<file path="config.mk">
export PLATFORM = sky130hd
export DESIGN_NAME = multicycle_controller
export DESIGN_NICKNAME = d
export VERILOG_FILES = /design/src/rtl/multicycle_controller.sv
export SDC_FILE = /design/constraint.sdc
export NUM_CORES = 1
export LEC_CHECK = 0
export CAP_MARGIN = 25
export CORE_MARGIN = 4
export CORE_UTILIZATION = 35
export DETAILED_ROUTE_END_ITERATION = 6
export PLACE_DENSITY_LB_ADDON = 0.08
export SLEW_MARGIN = 0
export SYNTH_ARGS = -nofsm -noshare
export SYNTH_HDL_FRONTEND = slang
export SYNTH_SLANG_ARGS = --single-unit
</file>
<file path="constraint.sdc">
create_clock -name clk -period 1.2 [get_ports clk]
set_input_delay 0.12 -clock clk [delete_from_list [all_inputs] [get_ports clk]]
set_output_delay 0.12 -clock clk [all_outputs]
set_load 0.02 [all_outputs]
</file>
<file path="src/rtl/multicycle_controller.sv">
// Multicycle sequencer: steps one instruction through FETCH..writeback and drives datapath enables/selects.
// Define MEM_WAIT_EN to hold memory-access states on mem_ready with a MAX_WAIT-cycle timeout.
module multicycle_controller #(
    parameter int MAX_WAIT = 15
) (
    input  logic       clk,
    input  logic       reset,
    input  logic [1:0] op,
    input  logic [5:0] funct,
    input  logic [3:0] rd,
    input  logic       cond_ex,
    input  logic       mem_ready,
    output logic       ir_w,
    output logic       pc_w,
    output logic       reg_w,
    output logic       mem_w,
    output logic       adr_src,
    output logic       alu_src_a,
    output logic [1:0] alu_src_b,
    output logic [1:0] result_src,
    output logic [1:0] imm_src,
    output logic [1:0] alu_control,
    output logic [1:0] flag_w,
    output logic       shift_flag,
    output logic       instr_done,
    output logic       mem_err,
    output logic [3:0] state
);

    typedef enum logic [3:0] {
        S_FETCH  = 4'd0,
        S_DECODE = 4'd1,
        S_MEMADR = 4'd2,
        S_MEMRD  = 4'd3,
        S_MEMWB  = 4'd4,
        S_MEMWR  = 4'd5,
        S_EXECR  = 4'd6,
        S_EXECI  = 4'd7,
        S_ALUWB  = 4'd8,
        S_BRANCH = 4'd9
    } state_t;

    state_t     state_q, state_d;
    logic [3:0] cmd;
    logic       waiting;
    logic       timeout;

    assign cmd = funct[4:1];

    function automatic logic [1:0] alu_op(input logic [3:0] c);
        case (c)
            4'b0100:          return 2'b00;
            4'b0010, 4'b1010: return 2'b01;
            4'b0000:          return 2'b10;
            4'b1100:          return 2'b11;
            default:          return 2'b00;
        endcase
    endfunction

`ifdef MEM_WAIT_EN
    localparam int CW = $clog2(MAX_WAIT + 1);
    logic [CW-1:0] wait_q, wait_d;
    logic          mem_state;

    assign mem_state = (state_q == S_FETCH) || (state_q == S_MEMRD) || (state_q == S_MEMWR);
    assign timeout   = mem_state && !mem_ready && (wait_q == CW'(MAX_WAIT));
    assign waiting   = mem_state && !mem_ready && !timeout;
    // Any cycle that is not a hold enters a new state (possibly FETCH again), so the count restarts.
    assign wait_d    = waiting ? wait_q + 1'b1 : '0;

    always_ff @(posedge clk) begin
        if (reset) wait_q <= '0;
        else       wait_q <= wait_d;
    end
`else
    logic unused_cfg;
    assign unused_cfg = mem_ready & (MAX_WAIT > 0);
    assign waiting    = 1'b0;
    assign timeout    = 1'b0;
`endif

    always_ff @(posedge clk) begin
        if (reset) state_q <= S_FETCH;
        else       state_q <= state_d;
    end

    assign state   = reset ? 4'd0 : state_q;
    assign mem_err = timeout & ~reset;

    always_comb begin
        state_d     = S_FETCH;
        ir_w        = 1'b0;
        pc_w        = 1'b0;
        reg_w       = 1'b0;
        mem_w       = 1'b0;
        adr_src     = 1'b0;
        alu_src_a   = 1'b0;
        alu_src_b   = 2'b00;
        result_src  = 2'b00;
        imm_src     = 2'b00;
        alu_control = 2'b00;
        flag_w      = 2'b00;
        shift_flag  = 1'b0;
        instr_done  = 1'b0;
        if (!reset) begin
            if (state_q <= S_BRANCH)
                imm_src = (op == 2'b01) ? 2'b01 : (op == 2'b10) ? 2'b10 : 2'b00;
            case (state_q)
                S_FETCH: begin
                    alu_src_a  = 1'b1;
                    alu_src_b  = 2'b10;
                    result_src = 2'b10;
                    if (!waiting && !timeout) begin
                        ir_w    = 1'b1;
                        pc_w    = 1'b1;
                        state_d = S_DECODE;
                    end
                end
                S_DECODE: begin
                    alu_src_a  = 1'b1;
                    alu_src_b  = 2'b10;
                    result_src = 2'b10;
                    case (op)
                        2'b00:   state_d = funct[5] ? S_EXECI : S_EXECR;
                        2'b01:   state_d = S_MEMADR;
                        2'b10:   state_d = S_BRANCH;
                        default: instr_done = 1'b1;
                    endcase
                end
                S_MEMADR: begin
                    alu_src_b = 2'b01;
                    state_d   = funct[0] ? S_MEMRD : S_MEMWR;
                end
                S_MEMRD: begin
                    adr_src = 1'b1;
                    if (waiting)       state_d = S_MEMRD;
                    else if (!timeout) state_d = S_MEMWB;
                end
                S_MEMWB: begin
                    result_src = 2'b01;
                    reg_w      = cond_ex;
                    pc_w       = cond_ex && (rd == 4'd15);
                    instr_done = 1'b1;
                end
                S_MEMWR: begin
                    adr_src = 1'b1;
                    mem_w   = cond_ex && !timeout;
                    if (waiting)       state_d = S_MEMWR;
                    else if (!timeout) instr_done = 1'b1;
                end
                S_EXECR, S_EXECI: begin
                    alu_src_b   = (state_q == S_EXECI) ? 2'b01 : 2'b00;
                    alu_control = alu_op(cmd);
                    flag_w[1]   = funct[0] && cond_ex;
                    flag_w[0]   = funct[0] && cond_ex && !alu_control[1];
                    shift_flag  = (cmd == 4'b1101);
                    state_d     = S_ALUWB;
                end
                S_ALUWB: begin
                    reg_w      = cond_ex && (funct[4:0] != 5'b10101);
                    pc_w       = reg_w && (rd == 4'd15);
                    instr_done = 1'b1;
                end
                S_BRANCH: begin
                    alu_src_b  = 2'b01;
                    result_src = 2'b10;
                    pc_w       = cond_ex;
                    instr_done = 1'b1;
                end
                default: ;
            endcase
        end
    end

endmodule

</file>
==> results of run 1 <==
## how the worst min path moves through the flow
stage	startpoint	to	slack, ns	cells after the start
3_5_place_dp	state_q[3]	state_q[2]	0.64	2
2_1_floorplan	funct[2]	shift_flag	0.28	1
3_3_place_gp	state_q[3]	state_q[2]	0.65	2
6_report	reset	state_q[2]	0.40	2
5_1_grt	reset	state_q[2]	0.40	2
4_1_cts	reset	state_q[2]	0.35	2
## routing by layer
metal	part of all wire [%]	GRT usage, %	up-vias	wire length (um)
li1	-	-	428	-
met1	34	25.2	470	1300
met2	51	46.0	84	1960
met3	8.4	4.89	29	324
met4	6.9	10.4	0	265
met5	0	0	-	0
## synthesized netlist by cell type, drive strengths merged
cell type  number  area, sq um
a2111oi         1         15.0
a21boi          2         15.0
a21oi           1         8.76
a22oi           1         7.51
a311oi          1         8.76
a31oi           2         12.5
a32oi           1         8.76
and3            3         20.0
and4            2         17.5
and4bb          1         12.5
buf             9         73.8
conb            1         3.75
dfxtp           4         80.1
inv             3         11.3
mux2            1         11.3
nand2           3         11.3
nand2b          2         12.5
nand3           2         15.0
nand4           1         6.26
nand4b          2         17.5
nor2            9         38.8
nor2b           6         37.5
nor3            6         40.0
nor3b           3         22.5
nor4            3         18.8
o21ai           3         15.0
o31ai           1         7.51
or3             1         11.3
xnor2           1         8.76
xor2            3         26.3
## per-stage QoR
stage / instance area, sq um / setup TNS, ns / power, uW / hold slack, ns
floorplan: 681 / -0.403 / 382 / 0.277
global placement: 1200 / -14.80 / 574 / 0.645
detailed placement: 1200 / -15.23 / 584 / 0.635
CTS: 1340 / -3.84 / 816 / 0.348
global route: 1490 / -6.98 / 996 / 0.404
finish: 1490 / -5.82 / 952 / 0.404
## layout make-up
class	instances	area (sq um)	area share, %
clock buffers	3	22.5	1.52
flip-flops and latches	4	95.1	6.40
repair buffers	75	679	45.7
multi-input cells	63	656	44.1
inverters	3	13.8	0.926
well taps	16	20.0	1.35
## power groups by stage
| stage | sequential [uW] | combinational, uW | clock [uW] |
|---|---|---|---|
| 2_1_floorplan | 151 | 231 | 0 |
| 3_3_place_gp | 163 | 411 | 0 |
| 3_5_place_dp | 163 | 420 | 0 |
| 4_1_cts | 160 | 482 | 175 |
| 5_1_grt | 165 | 613 | 218 |
| 6_report | 164 | 587 | 201 |
## what timing repair did
action,4_1_cts,5_1_grt
gates resized for setup,146,33
buffers inserted,6,5
pin swaps,10,16
endpoints found under the setup margin,23,24
## kinds of logic (layout without fill, tap and decap cells)
| family | Yosys count | count (layout) | synth area share (%) |
|---|---|---|---|
| simple gates | 44 | 44 | 47.3 |
| compound gates | 13 | 13 | 16.6 |
| buf+inv | 12 | 81 | 14.3 |
| xor+xnor | 4 | 4 | 5.88 |
| flops | 4 | 4 | 13.4 |
| other cells | 1 | 1 | 0.630 |
| mux | 1 | 1 | 1.89 |
## worst max-delay path, stage by stage, from the launching register on
cell and delay, ns:
dfxtp_4 0.40, buf_4 0.15, buf_4 0.11, xor2_1 0.26
and3_1 0.27, buf_6 0.14
==> summary.md, run 1 <==
| Metric | Value |
|---|---|
| Status | `finished, violations left` |
| Violated checks | `negative setup slack` |
| Initial core utilization | `about two fifths` |
| Top reg by flops | `state_q` |
| Max Freq | `between 500 and 600 MHz` |
| Min Clock Period, post-route | `1.70 ns` |
| Residual DRC count | `0` |
| Pin count of the biggest net entering global routing | `9` |
| Cell variety after synth | `36` |
| Final-report max-slew violation count | `0` |
| Vias/cell | `between 6 and 7` |
| Worst R2R Start | `state_q[0]` |
| R2r setup slk | `-0.04 ns` |
| Switching part of the total power | `41.6%` |
| Layout cells sized above 1 | `~70%` |
| Max capacitance violation total | `0` |
| Setup CP Type | `flip-flop to primary output` |
| FP Rows | `14` |
| Net count, final | `166` |
| Most common cell after layout, fill and taps aside | `buf_4` |
| Comb power frac | `around three fifths` |
| RR Endpoint | `state_q[2]` |
| Core Region | `approximately 1600 sq um` |
| Placed instance count | `between 150 and 200` |
| Number of global-route vias before repair | `947` |
| Wire per inst | `~23 um` |
| Post-route ant nets | `0` |
| I/O Pins | `39` |
| # port buffers | `36` |
| Largest register FFs | `4` |
| Type of origin of the critical path | `flip-flop` |
| Critical path required time | `1.08 ns` |
| Unrepaired setup endpoints after global routing | `true` |
| CTS tree | `built` |
| PwrDens | `approximately 640 nW/um^2` |
| Internal power | `between 500 and 600 uW` |
| DP HPWL | `around 1.6 mm` |
| Avg Inst Size Synth | `approximately 7.5 sq um` |
| CP Capture Point | `adr_src` |
| Hold Path Class | `primary input to flip-flop` |
| Cells on worst reg2reg path | `5` |
| Inserted Clock Buffers | `3` |
| H-tree lvl count | `1` |
| Most frequent cells in the layout | `41 x buf_4, 17 x buf_6, 10 x clkdlybuf4s50_1` |
| Number of diodes | `0` |
| RD Place Congestion | `about 0.75` |
| CTS max path bufs | `2` |
| Global-route wire length before repair | `4.49 mm` |
| WL final | `3.85 mm` |
| Syn Std Cell Area | `596 sq um` |
| Clock Sink Count | `4` |
| Die area | `about 2400 sq um` |
| Synth Instances | `just under 80` |
| Final hold vios | `0` |
| DR iter-0 viols | `43` |
| Syn. warnings | `0` |
| Final Core Density | `~95%` |
| P_sw | `396 uW` |
| Largest registers | `state_q (4)` |
| Die Y | `49.3 um` |
| Syn Nets | `95` |
| Final period util | `142%` |
| Synth-to-Final Area Change | `150%` |
| Register area share after synthesis | `13.4%` |
| Final std cells w/o fill | `between 150 and 200` |
| Initial antenna violation count | `0` |
| Overall die width | `around 49 um` |
| Clock Skews | `just over 0.009 ns` |
| Register bit total from synthesis | `4` |
| Critical path fanouts, max | `6` |
| CP endpoint kind | `primary output` |
| Post-Place Setup Slack | `-0.852 ns` |
| Hold buffers post-CTS | `0` |
| Pre-antenna DRT Iters | `4` |
| # setup viols final | `23` |
| Root buffer cell | `clkbuf_4` |
| Clock share of power | `about a fifth` |
| Final setup margin | `-0.500 ns` |
| Clock slew at reported path FFs | `about 0.060 ns` |
| Total gr overflow | `0` |
| Layout fillers | `39` |
| Register share of total power | `about 17%` |
| CP startpoint | `state_q[2]` |
| Tot GR Track Use | `24.3%` |
| Crit path DAT | `1.58 ns` |
| Peak VDD IR | `between 0.0004 and 0.0005 V` |
| Clk_lat worst skew | `~0.25 ns` |
| Via count | `~1,000` |
| LEAKAGE | `0.000644 uW` |
No activity file was read; power rests on OpenSTA's default activity.
==> run 2: changes to the inputs <==
--- a/config.mk
+++ b/config.mk
@@ -10,6 +10,7 @@
 export CORE_UTILIZATION = 35
 export DETAILED_ROUTE_END_ITERATION = 6
 export PLACE_DENSITY_LB_ADDON = 0.08
+export SKIP_CTS_REPAIR_TIMING = 1
 export SLEW_MARGIN = 0
 export SYNTH_ARGS = -nofsm -noshare
 export SYNTH_HDL_FRONTEND = slang
==> run 2 against run 1 <==
The run still ends with negative setup slack left; sequential power about the same; fmax grew 8.8%; power is 14% lower; core utilization fell by 8.3 points; critical path type unchanged.
==> summary.md, run 2 (same netlist as run 1, synthesis figures left out) <==
| Metric | Value |
|---|---|
| PwrDens | `600 nW/um^2 (was 640 nW/um^2)` |
| CTS tree | `built (unchanged)` |
| Max Freq | `640 MHz (was 588 MHz)` |
| CP endpoint kind | `primary output (unchanged)` |
| Top Usage Layer GRT | `met2 (unchanged)` |
| Violated checks | `negative setup slack (unchanged)` |
| # setup viols final | `20 (was 23)` |
| Grt met1 use | `20.5% (was 25.2%)` |
| Final period util | `130% (was 142%)` |
| Hold Path Class | `primary input to flip-flop (unchanged)` |
| Most common cell after layout, fill and taps aside | `buf_4 (unchanged)` |
| Cells on worst reg2reg path | `4 (was 5)` |
| Peak VDD IR | `0.000439 V (was 0.000480 V)` |
| Switching part of the total power | `37.9% (was 41.6%)` |
| Initial antenna violation count | `0 (unchanged)` |
| CP Capture Point | `alu_control[1] (was adr_src)` |
| GRT met3 Usage | `4.59% (was 4.89%)` |
| Critical path required time | `1.08 ns (about the same)` |
| R2r setup slk | `0.06 ns (was -0.04 ns)` |
| Layout fillers | `80 (was 39)` |
| Vias/cell | `5.68 (was 6.16)` |
| Net count, final | `159 (was 166)` |
| Synth-to-Final Area Change | `128% (was 150%)` |
| Min Clock Period, post-route | `1.56 ns (was 1.70 ns)` |
| CP startpoint | `state_q[3] (was state_q[2])` |
| Number of diodes | `0 (unchanged)` |
| Wire per inst | `16.2 um (was 23.5 um)` |
| Total power | `814 uW (was 952 uW)` |
| H-tree lvl count | `1 (unchanged)` |
| Tot GR Track Use | `18.2% (was 24.3%)` |
| Clock slew at reported path FFs | `0.04 ns (was 0.06 ns)` |
| Unrepaired setup endpoints after global routing | `true (unchanged)` |
| Status | `finished, violations left (unchanged)` |
| Final Core Density | `87.0% (was 95.3%)` |
| CTS max path bufs | `2 (unchanged)` |
| Comb power frac | `58.9% (was 61.7%)` |
| Final hold vios | `0 (unchanged)` |
| Overall die width | `49.3 um (unchanged)` |
| FP Rows | `14 (unchanged)` |
| Via count | `891 (was 1,011)` |
| Clk_lat worst skew | `0.24 ns (was 0.25 ns)` |
| Rel. slew slack | `65.7%` |
| Fin Setup TNS | `-4.95 ns (was -5.82 ns)` |
| Total gr overflow | `0 (unchanged)` |
| Type of origin of the critical path | `flip-flop (unchanged)` |
| Clock Sink Count | `4 (unchanged)` |
| Initial core utilization | `38.2% (unchanged)` |
| WL final | `2.55 mm (was 3.85 mm)` |
| Inserted Clock Buffers | `3 (unchanged)` |
| P_sw | `309 uW (was 396 uW)` |
| DP HPWL | `1.62 mm (unchanged)` |
| Die Y | `49.3 um (unchanged)` |
| Number of global-route vias before repair | `847 (was 947)` |
| Setup CP Type | `flip-flop to primary output (unchanged)` |
| RD Place Congestion | `0.747 (unchanged)` |
| Worst R2R Start | `state_q[2] (was state_q[0])` |
| Layout cells sized above 1 | `65.2% (was 70.3%)` |
| Pin count of the biggest net entering global routing | `9 (unchanged)` |
| RR Endpoint | `state_q[2] (unchanged)` |
| Final setup margin | `-0.362 ns (was -0.500 ns)` |
| Post-route ant nets | `0 (unchanged)` |
| I/O Pins | `39 (unchanged)` |
| Register share of total power | `20.1% (was 17.2%)` |
| Global-route wire length before repair | `3.57 mm (was 4.49 mm)` |
| Met2 usage | `33.7% (was 46.0%)` |
| Critical path fanouts, max | `8 (was 6)` |
| Pre-antenna DRT Iters | `4 (unchanged)` |
| Final-report max-slew violation count | `0 (unchanged)` |
| Internal power | `505 uW (was 556 uW)` |
| # port buffers | `36 (unchanged)` |
| Crit path DAT | `1.44 ns (was 1.58 ns)` |
| Most frequent cells in the layout | `36 x buf_4, 12 x buf_6, 10 x clkdlybuf4s50_1 (was 41 x buf_4, 17 x buf_6, 10 x clkdlybuf4s50_1)` |
| Clock Skews | `0.00428 ns (was 0.00935 ns)` |
| Residual DRC count | `0 (unchanged)` |
| Largest register FFs | `4 (unchanged)` |
| Die area | `2430 sq um (unchanged)` |
| Largest registers | `state_q (4) (unchanged)` |
| Root buffer cell | `clkbuf_4 (unchanged)` |
| Core Region | `1560 sq um (unchanged)` |
| Least-Margin Pin Slew | `slightly above 0.5 ns` |
| Top reg by flops | `state_q (unchanged)` |
| Clock share of power | `21.0% (was 21.1%)` |
| DR iter-0 viols | `21 (was 43)` |
| Max capacitance violation total | `0 (unchanged)` |
| LEAKAGE | `0.000615 uW (was 0.000644 uW)` |
## run 2: worst min-delay path by stage
stage	from	end	slack (ns)	cells after the start
2_1_floorplan	funct[2]	shift_flag	0.28	1
3_3_place_gp	state_q[3]	state_q[2]	0.65	2
3_5_place_dp	state_q[3]	state_q[2]	0.64	2
4_1_cts	funct[5]	state_q[0]	0.62	3
5_1_grt	reset	state_q[2]	0.30	2
6_report	reset	state_q[2]	0.28	2
## run 2: cell type report
class / count / area (sq um) / share of cell area, %
inverter: 3 / 13.8 / 1.01
clock buffer: 3 / 22.5 / 1.66
tap: 16 / 20.0 / 1.48
timing repair buffer: 68 / 606 / 44.6
sequential: 4 / 95.1 / 7.01
multi-input combinational: 63 / 599 / 44.2
## run 2: critical path, stage by stage, from the launching register on
cell	delay (ns)
dfxtp_4	0.37
buf_4	0.15
nor2_4	0.14
nand3_4	0.14
buf_4	0.18
nor2b_4	0.11
buf_6	0.12
## run 2: routing by layer
metal / vias up / wire length (um)
met5: - / 0
met4: 0 / 79
met3: 11 / 181
met2: 49 / 1390
met1: 424 / 903
li1: 407 / -
## run 2: power groups by stage
stage | sequential, uW | clock [uW] | combinational [uW]
after CTS | 162 | 175 | 423
final | 164 | 171 | 479
after global routing | 164 | 185 | 508
after detailed placement | 163 | 0 | 420
after floorplan | 151 | 0 | 231
after global placement | 163 | 0 | 411
## run 2: through the flow
step | worst slack [ns] | cell area (sq um) | cells | hold WS, ns
3_3_place_gp | -0.829 | 1200 | 151 | 0.645
5_1_grt | -0.424 | 1360 | 157 | 0.301
3_5_place_dp | -0.852 | 1200 | 151 | 0.635
2_1_floorplan | -0.0985 | 681 | 79 | 0.277
4_1_cts | -0.865 | 1220 | 154 | 0.616
6_report | -0.362 | 1360 | 157 | 0.277
==> run 3: changes to the inputs <==
==> constraint.sdc (replaced) <==
create_clock -name clk -period 1.2 [get_ports clk]
set_input_delay 0.12 -clock clk [delete_from_list [all_inputs] [get_ports clk]]
set_output_delay 0.12 -clock clk [all_outputs]
set_load 0.01 [all_outputs]
==> run 3 against run 2 <==
Sequential cell count did not move; first-iteration DRC count fell by 29%; worst hold slack improved by 0.25 ns; sequential share of layout area rose by 0.63 points; count of clock-buffer cells in the layout did not move; via count fell by 6.7%; non-clock buffer count fell by 4; cell count fell by 2.5%; routed wire length fell by 2.7%; the run still ends with negative setup slack left; largest cell class is now multi-input gates; global-route usage fell by 1.9 points; register-to-register slack got worse by 0.19 ns.
==> summary.md, run 3 (same netlist as run 1, synthesis figures left out) <==
| Metric | Value |
|---|---|
| Fin Hold WS | `0.531 ns (was 0.277 ns)` |
| Clock slew at reported path FFs | `0.04 ns (about the same)` |
| Crit path DAT | `1.37 ns (was 1.44 ns)` |
| Number of global-route vias before repair | `802 (was 847)` |
| R2r setup slk | `-0.13 ns (was 0.06 ns)` |
| Overall die width | `49.3 um (unchanged)` |
| Post-route ant nets | `0 (unchanged)` |
| Post-Place Setup Slack | `-0.742 ns (was -0.852 ns)` |
| DR iter-0 viols | `15 (was 21)` |
| CTS tree | `built (unchanged)` |
| Pre-antenna DRT Iters | `4 (unchanged)` |
| Core Region | `1560 sq um (unchanged)` |
| Largest register FFs | `4 (unchanged)` |
| Vias/cell | `5.43 (was 5.68)` |
| Pin count of the biggest net entering global routing | `9 (unchanged)` |
| Most common cell after layout, fill and taps aside | `buf_4 (unchanged)` |
| Layout cells sized above 1 | `61.3% (was 65.2%)` |
| LEAKAGE | `0.000594 uW (was 0.000615 uW)` |
| Max Freq | `669 MHz (was 640 MHz)` |
| Layout fillers | `117 (was 80)` |
| Clock Sink Count | `4 (unchanged)` |
| Post-route cell area | `1240 sq um (was 1360 sq um)` |
| Top reg by flops | `state_q (unchanged)` |
| Violated checks | `negative setup slack (unchanged)` |
| Peak VDD IR | `0.000511 V (was 0.000439 V)` |
| Initial antenna violation count | `0 (unchanged)` |
| Global-route wire length before repair | `3.16 mm (was 3.57 mm)` |
| RD Place Congestion | `0.760 (was 0.747)` |
| WL final | `2.48 mm (was 2.55 mm)` |
| Clk_lat worst skew | `0.24 ns (about the same)` |
| Critical path required time | `1.08 ns (about the same)` |
| # port buffers | `36 (unchanged)` |
| FP Rows | `14 (unchanged)` |
| Tot GR Track Use | `16.3% (was 18.2%)` |
| I/O Pins | `39 (unchanged)` |
| Die area | `2430 sq um (unchanged)` |
| CTS max path bufs | `2 (unchanged)` |
| Hold Path Class | `primary input to flip-flop (unchanged)` |
| Final hold vios | `0 (unchanged)` |
| Final Core Density | `79.8% (was 87.0%)` |
| Total gr overflow | `0 (unchanged)` |
| Via count | `831 (was 891)` |
| Inserted Clock Buffers | `3 (unchanged)` |
| Most frequent cells in the layout | `18 x buf_4, 17 x buf_2, 13 x buf_6 (was 36 x buf_4, 12 x buf_6, 10 x clkdlybuf4s50_1)` |
| DP HPWL | `1.61 mm (was 1.62 mm)` |
| Final-report max-slew violation count | `0 (unchanged)` |
| Status | `finished, violations left (unchanged)` |
| # setup viols final | `22 (was 20)` |
| H-tree lvl count | `1 (unchanged)` |
| CP endpoint kind | `primary output (unchanged)` |
| Fin Setup TNS | `-3.43 ns (was -4.95 ns)` |
| Type of origin of the critical path | `flip-flop (unchanged)` |
| Largest registers | `state_q (4) (unchanged)` |
| Net count, final | `155 (was 159)` |
| Setup CP Type | `flip-flop to primary output (unchanged)` |
| Clock Skews | `0.00215 ns (was 0.00428 ns)` |
| Final setup margin | `-0.295 ns (was -0.362 ns)` |
| Area post-placement | `1100 sq um (was 1200 sq um)` |
| Critical path fanouts, max | `8 (unchanged)` |
| Residual DRC count | `0 (unchanged)` |
| PwrDens | `596 nW/um^2 (was 600 nW/um^2)` |
| Final period util | `125% (was 130%)` |
| Initial core utilization | `38.2% (unchanged)` |
| Unrepaired setup endpoints after global routing | `true (unchanged)` |
| Root buffer cell | `clkbuf_4 (unchanged)` |
| Die Y | `49.3 um (unchanged)` |
| Wire per inst | `16.2 um (about the same)` |
| Max capacitance violation total | `0 (unchanged)` |
| Min Clock Period, post-route | `1.49 ns (was 1.56 ns)` |
| Number of diodes | `0 (unchanged)` |
| Synth-to-Final Area Change | `109% (was 128%)` |
-- run 3: layer usage --
metal  vias up  global-route usage [%]  part of all wire (%)
met5         -                       0                     0
met4         0                    4.27                   1.4
met3         4                    4.28                   5.0
met2        32                    28.8                    52
met1       394                    19.1                    41
li1        401                       -                     -
-- run 3: power breakdown --
| group | internal, uW | switching, uW | leakage [uW] |
|---|---|---|---|
| Sequential | 141 | 20.5 | 0.0000356 |
| Combinational | 222 | 186 | 0.000545 |
| Clock | 112 | 59.7 | 0.0000138 |
| Total | 475 | 266 | 0.000594 |
-- run 3: layout make-up --
type                            instances  area (sq um)  area share [%]
Clock buffer                            3          22.5            1.81
Sequential cell                         4          95.1            7.65
Tap cell                               16          20.0            1.61
Multi-Input combinational cell         63           568            45.7
Timing Repair Buffer                   64           527            42.4
Inverter                                3          11.3           0.905
-- run 3: worst paths after layout --
check,cells after the start,from,endpoint
setup / recovery,4,state_q[2],ir_w
hold / removal,3,reset,state_q[2]
hold reg to reg,2,state_q[0],state_q[0]
setup reg to reg,5,state_q[2],state_q[1]
-- run 3: metrics by stage --
step / std cells / total power (uW)
finish: 153 / 741
global route: 153 / 786
CTS: 150 / 694
detailed placement: 147 / 524
global placement: 147 / 518
floorplan: 79 / 331
-- run 3: critical path, cell delays in order (launching register included) --
cell and delay, ns:
dfxtp_4 0.37, buf_6 0.14, or3_4 0.39, nor3_2 0.10, buf_2 0.15
==> RTL change 1 (flow settings as in run 2) <==
Build with the macro `MEM_WAIT_EN` defined.
--- a/src/rtl/multicycle_controller.sv
+++ b/src/rtl/multicycle_controller.sv
@@ -1,5 +1,7 @@
 // Multicycle sequencer: steps one instruction through FETCH..writeback and drives datapath enables/selects.
 // Define MEM_WAIT_EN to hold memory-access states on mem_ready with a MAX_WAIT-cycle timeout.
+`define MEM_WAIT_EN
+
 module multicycle_controller #(
     parameter int MAX_WAIT = 15
 ) (
Behaviour: not the same (a bounded check fails within 4 cycles, from zero or initial values and one cycle with reset high).
==> RTL change 1 against run 2 <==
The run still ends with negative setup slack left; design area rose by 41%; die area rose by 31%; clock power rose by 20%; worst setup slack got worse by 0.11 ns; core utilization fell by 0.40 points; sequential cell count rose by 4; total power rose by 59%; area after synthesis rose by 37%; routed wire length rose by 56%.
==> RTL change 1: results (changes against run 2) <==
- Comb power frac: 0.596 (was 0.589)
- Worst setup margin: -0.4734 ns (was -0.3618 ns)
- ClkCell Share: 0.01176 (was 0.01661)
- RePlAce Congestion: 0.9600 (was 0.7468)
- Part of the power in registers: 0.246 (was 0.201)
- Seq/Total Area, Yosys: 0.1963 (was 0.1345)
- Register area: 175.2 sq um (was 95.09 sq um)
- Multi-In Gates: 96 (was 63)
- Final core occ: 0.8660 (was 0.8700)
- CP max FO: 5 (was 8)
- Cell row count: 17 (was 14)
- Cells after synthesis: 115 (was 79)
- Comb power: 0.773 mW (was 0.479 mW)
- Layout cells sized above 1: 0.6462 (was 0.6525)
- Cells after DPL: 216 (was 151)
- Compound-Gate Fraction of Synth Area: 0.1503 (was 0.1660)
- Number of global-route vias before repair: 1147 (was 847)
- Worst Hold Class: register to register (was primary input to register)
- Leakage: 0.8055 nW (was 0.6145 nW)
- R2R cell count: 7 (was 4)
- R2r setup slk: -0.19 ns (was 0.06 ns)
- Overall Global Routing Usage: 0.1900 (was 0.1823)
- CP arrival: 1.55 ns (was 1.44 ns)
- Area of the multi-input gates: 904.6 sq um (was 599.3 sq um)
- Non-CTS buffers: 85 (was 68)
- Via Count: 1217 (was 891)
- Xor/xnor cell area share of the yosys netlist: 0.06288 (was 0.05882)
- Seq Cell Count: 8 (was 4)
- Inverter count: 3 (unchanged)
- Non-clock buffers, area share: 0.4004 (was 0.4465)
- CP startpoint: state_q[0] (was state_q[3])
- Net count after synthesis: 132 (was 95)
- Reg-to-reg critical path startpoint: state_q[1] (was state_q[2])
- Top cell family by delay on the critical path: flip-flops (was buffers and inverters)
- Total negative slack: -8.307 ns (was -4.950 ns)
- Final Setup Violations: 30 (was 20)
- DR iter-0 viols: 25 (was 21)
- Worst clock skew: 0.0004494 ns (was 0.004282 ns)
- Critical path endpoint: mem_err (was alu_control[1])
- Worst VDD drop: 801.1 uV (was 439.1 uV)
- Run status: complete, but fails checks (unchanged)
- Worst rel slew slack: 0.8031 (was 0.6568)
- Synth top cells by count: 18 x nor2_1, 10 x nor3_1, 8 x dfxtp_1, 8 x nand2_1, 7 x a21oi_1 (was 7 x nor2_1, 6 x nor2b_1, 4 x buf_4, 4 x dfxtp_1, 4 x nor3_1)
- Post-synth cell types: 40 (was 36)
- Port Buffers: 38 (was 36)
- First-pass GRT wire length: 4933 um (was 3567 um)
- Largest net degree at the start of global routing: 12 (was 9)
- Top flop regs: state_q: 4 flops, wait_q: 4 flops (was state_q: 4 flops)
- # fillers: 114 (was 80)
- Switch Pwr: 0.4865 mW (was 0.3085 mW)
- Failing checks: negative setup slack (unchanged)
- Synth area leaders: dfxtp_1 20%, nor2_1 8.3%, nor3_1 6.1%, a21oi_1 4.3%, nor2b_1 3.8% (was dfxtp_1 13%, nor2b_1 6.3%, buf_6 5.7%, buf_4 5.0%, nor2_1 4.4%)
- Area share of fa/ha/maj cells after synthesis: 0.01534 (was 0)
- Reg2Reg Capture Point: state_q[0] (was state_q[2])
- Multiplexer share of the synthesized area: 0.01380 (was 0.01891)
- WL final: 3978 um (was 2551 um)
-- RTL change 1: cell types whose count changed in the layout (fill, tap and decap cells not counted), sizes merged, moves of 3 or more --
cell / change
dfxtp: +4
buf: +15
a21oi: +7
nand2: +5
nor3: +4
nor2: +9
nor4b: +3
nor3b: -3
-- RTL change 1: per-layer routing --
metal / track usage / up-vias / share of wire
met3: 0.04828 / 12 / 0.050
met1: 0.2149 / 583 / 0.39
li1: - / 572 / -
met2: 0.3539 / 50 / 0.54
met4: 0.04068 / 0 / 0.024
met5: 0 / - / 0
-- RTL change 1: worst min-delay path by stage --
stage | from | end | slack [ns] | depth (start not counted)
2_1_floorplan | funct[2] | shift_flag | 0.27 | 1
3_3_place_gp | wait_q[0] | wait_q[0] | 0.50 | 2
3_5_place_dp | wait_q[0] | wait_q[0] | 0.52 | 2
4_1_cts | wait_q[0] | wait_q[0] | 0.53 | 2
5_1_grt | wait_q[0] | wait_q[0] | 0.55 | 2
6_report | wait_q[0] | wait_q[0] | 0.54 | 2
==> RTL change 2 (flow settings as in run 2) <==
Without the edit above. Register the output `flag_w`, cleared by the reset; this adds one clock of latency there. The other outputs are not delayed to match.
--- a/src/rtl/multicycle_controller.sv
+++ b/src/rtl/multicycle_controller.sv
@@ -39,6 +39,8 @@
         S_ALUWB  = 4'd8,
         S_BRANCH = 4'd9
     } state_t;
+
+    logic [1:0] flag_w_d;
 
     state_t     state_q, state_d;
     logic [3:0] cmd;
@@ -99,7 +101,7 @@
         result_src  = 2'b00;
         imm_src     = 2'b00;
         alu_control = 2'b00;
-        flag_w      = 2'b00;
+        flag_w_d    = 2'b00;
         shift_flag  = 1'b0;
         instr_done  = 1'b0;
         if (!reset) begin
@@ -151,8 +153,8 @@
                 S_EXECR, S_EXECI: begin
                     alu_src_b   = (state_q == S_EXECI) ? 2'b01 : 2'b00;
                     alu_control = alu_op(cmd);
-                    flag_w[1]   = funct[0] && cond_ex;
-                    flag_w[0]   = funct[0] && cond_ex && !alu_control[1];
+                    flag_w_d[1]   = funct[0] && cond_ex;
+                    flag_w_d[0]   = funct[0] && cond_ex && !alu_control[1];
                     shift_flag  = (cmd == 4'b1101);
                     state_d     = S_ALUWB;
                 end
@@ -172,5 +174,13 @@
         end
     end
 
+    always_ff @(posedge clk) begin
+        if (reset) begin
+            flag_w <= '0;
+        end else begin
+            flag_w <= flag_w_d;
+        end
+    end
+
 endmodule
 
Function: changed (Yosys sat finds a counterexample within 4 cycles, from zero or initial values and one cycle with reset high).
==> RTL change 2 against run 2 <==
Area after synthesis is 1.1% lower; the run now fails in 5_1_grt.
==> RTL change 2: results (changes against run 2) <==
- Run status: did not finish (was complete, but fails checks)
- Halt Stage: 5_1_grt
- Tool Error: [ERROR DPL-0033] detailed placement checks failed during check placement.
- Synth Register Bits: 6 (was 4)
- Detailed placement HPWL: 1782 um (was 1620 um)
- H-tree levels: 1 (unchanged)
- Synth top area share: 0.2038 (was 0.1345)
- Top_reg_cell synth: dfxtp_1 (unchanged)
- Post-synth cell types: 36 (unchanged)
- RePlAce Congestion: 0.8325 (was 0.7468)
- Seq/Total Area, Yosys: 0.2038 (was 0.1345)
- Pre-CTS setup slack: -0.8794 ns (was -0.8522 ns)
- CTS Buffer Depth: 2 (unchanged)
- Synth async-reset ratio: 0 (unchanged)
- Synth area leaders: dfxtp_1 20%, nor3_1 5.9%, nor2_1 4.5%, nand3_1 4.2%, nor2b_1 4.2% (was dfxtp_1 13%, nor2b_1 6.3%, buf_6 5.7%, buf_4 5.0%, nor2_1 4.4%)
- Initial antenna violation count: 0
- Net count after synthesis: 99 (was 95)
- Num CTS Buffers: 3 (unchanged)
- Port Buffers: 36 (unchanged)
- GR repair worst EP: mem_w
- Synth top cells by count: 7 x nor2_1, 7 x nor3_1, 6 x dfxtp_1 (was 7 x nor2_1, 6 x nor2b_1, 4 x buf_4, 4 x dfxtp_1, 4 x nor3_1)
- Root Driver: clkbuf_4 (unchanged)
- Largest net degree at the start of global routing: 11
- Total number of yosys warnings: 0 (unchanged)
- WEP type: primary output
[RTL change 2: through the flow]
step	instance area, sq um	cells
after CTS	1279	162
after global placement	1256	159
after floorplan	703.2	83
after detailed placement	1256	159
[RTL change 2: cell families after synthesis]
kind of cell,Yosys count,synth area share
AND/OR/NAND/NOR,44,0.4204
AO/OA/AOI/OAI,15,0.1783
buffers and inverters,12,0.1125
flip-flops,6,0.2038
XOR/XNOR,4,0.05946
multiplexers,1,0.01911
other,1,0.006363
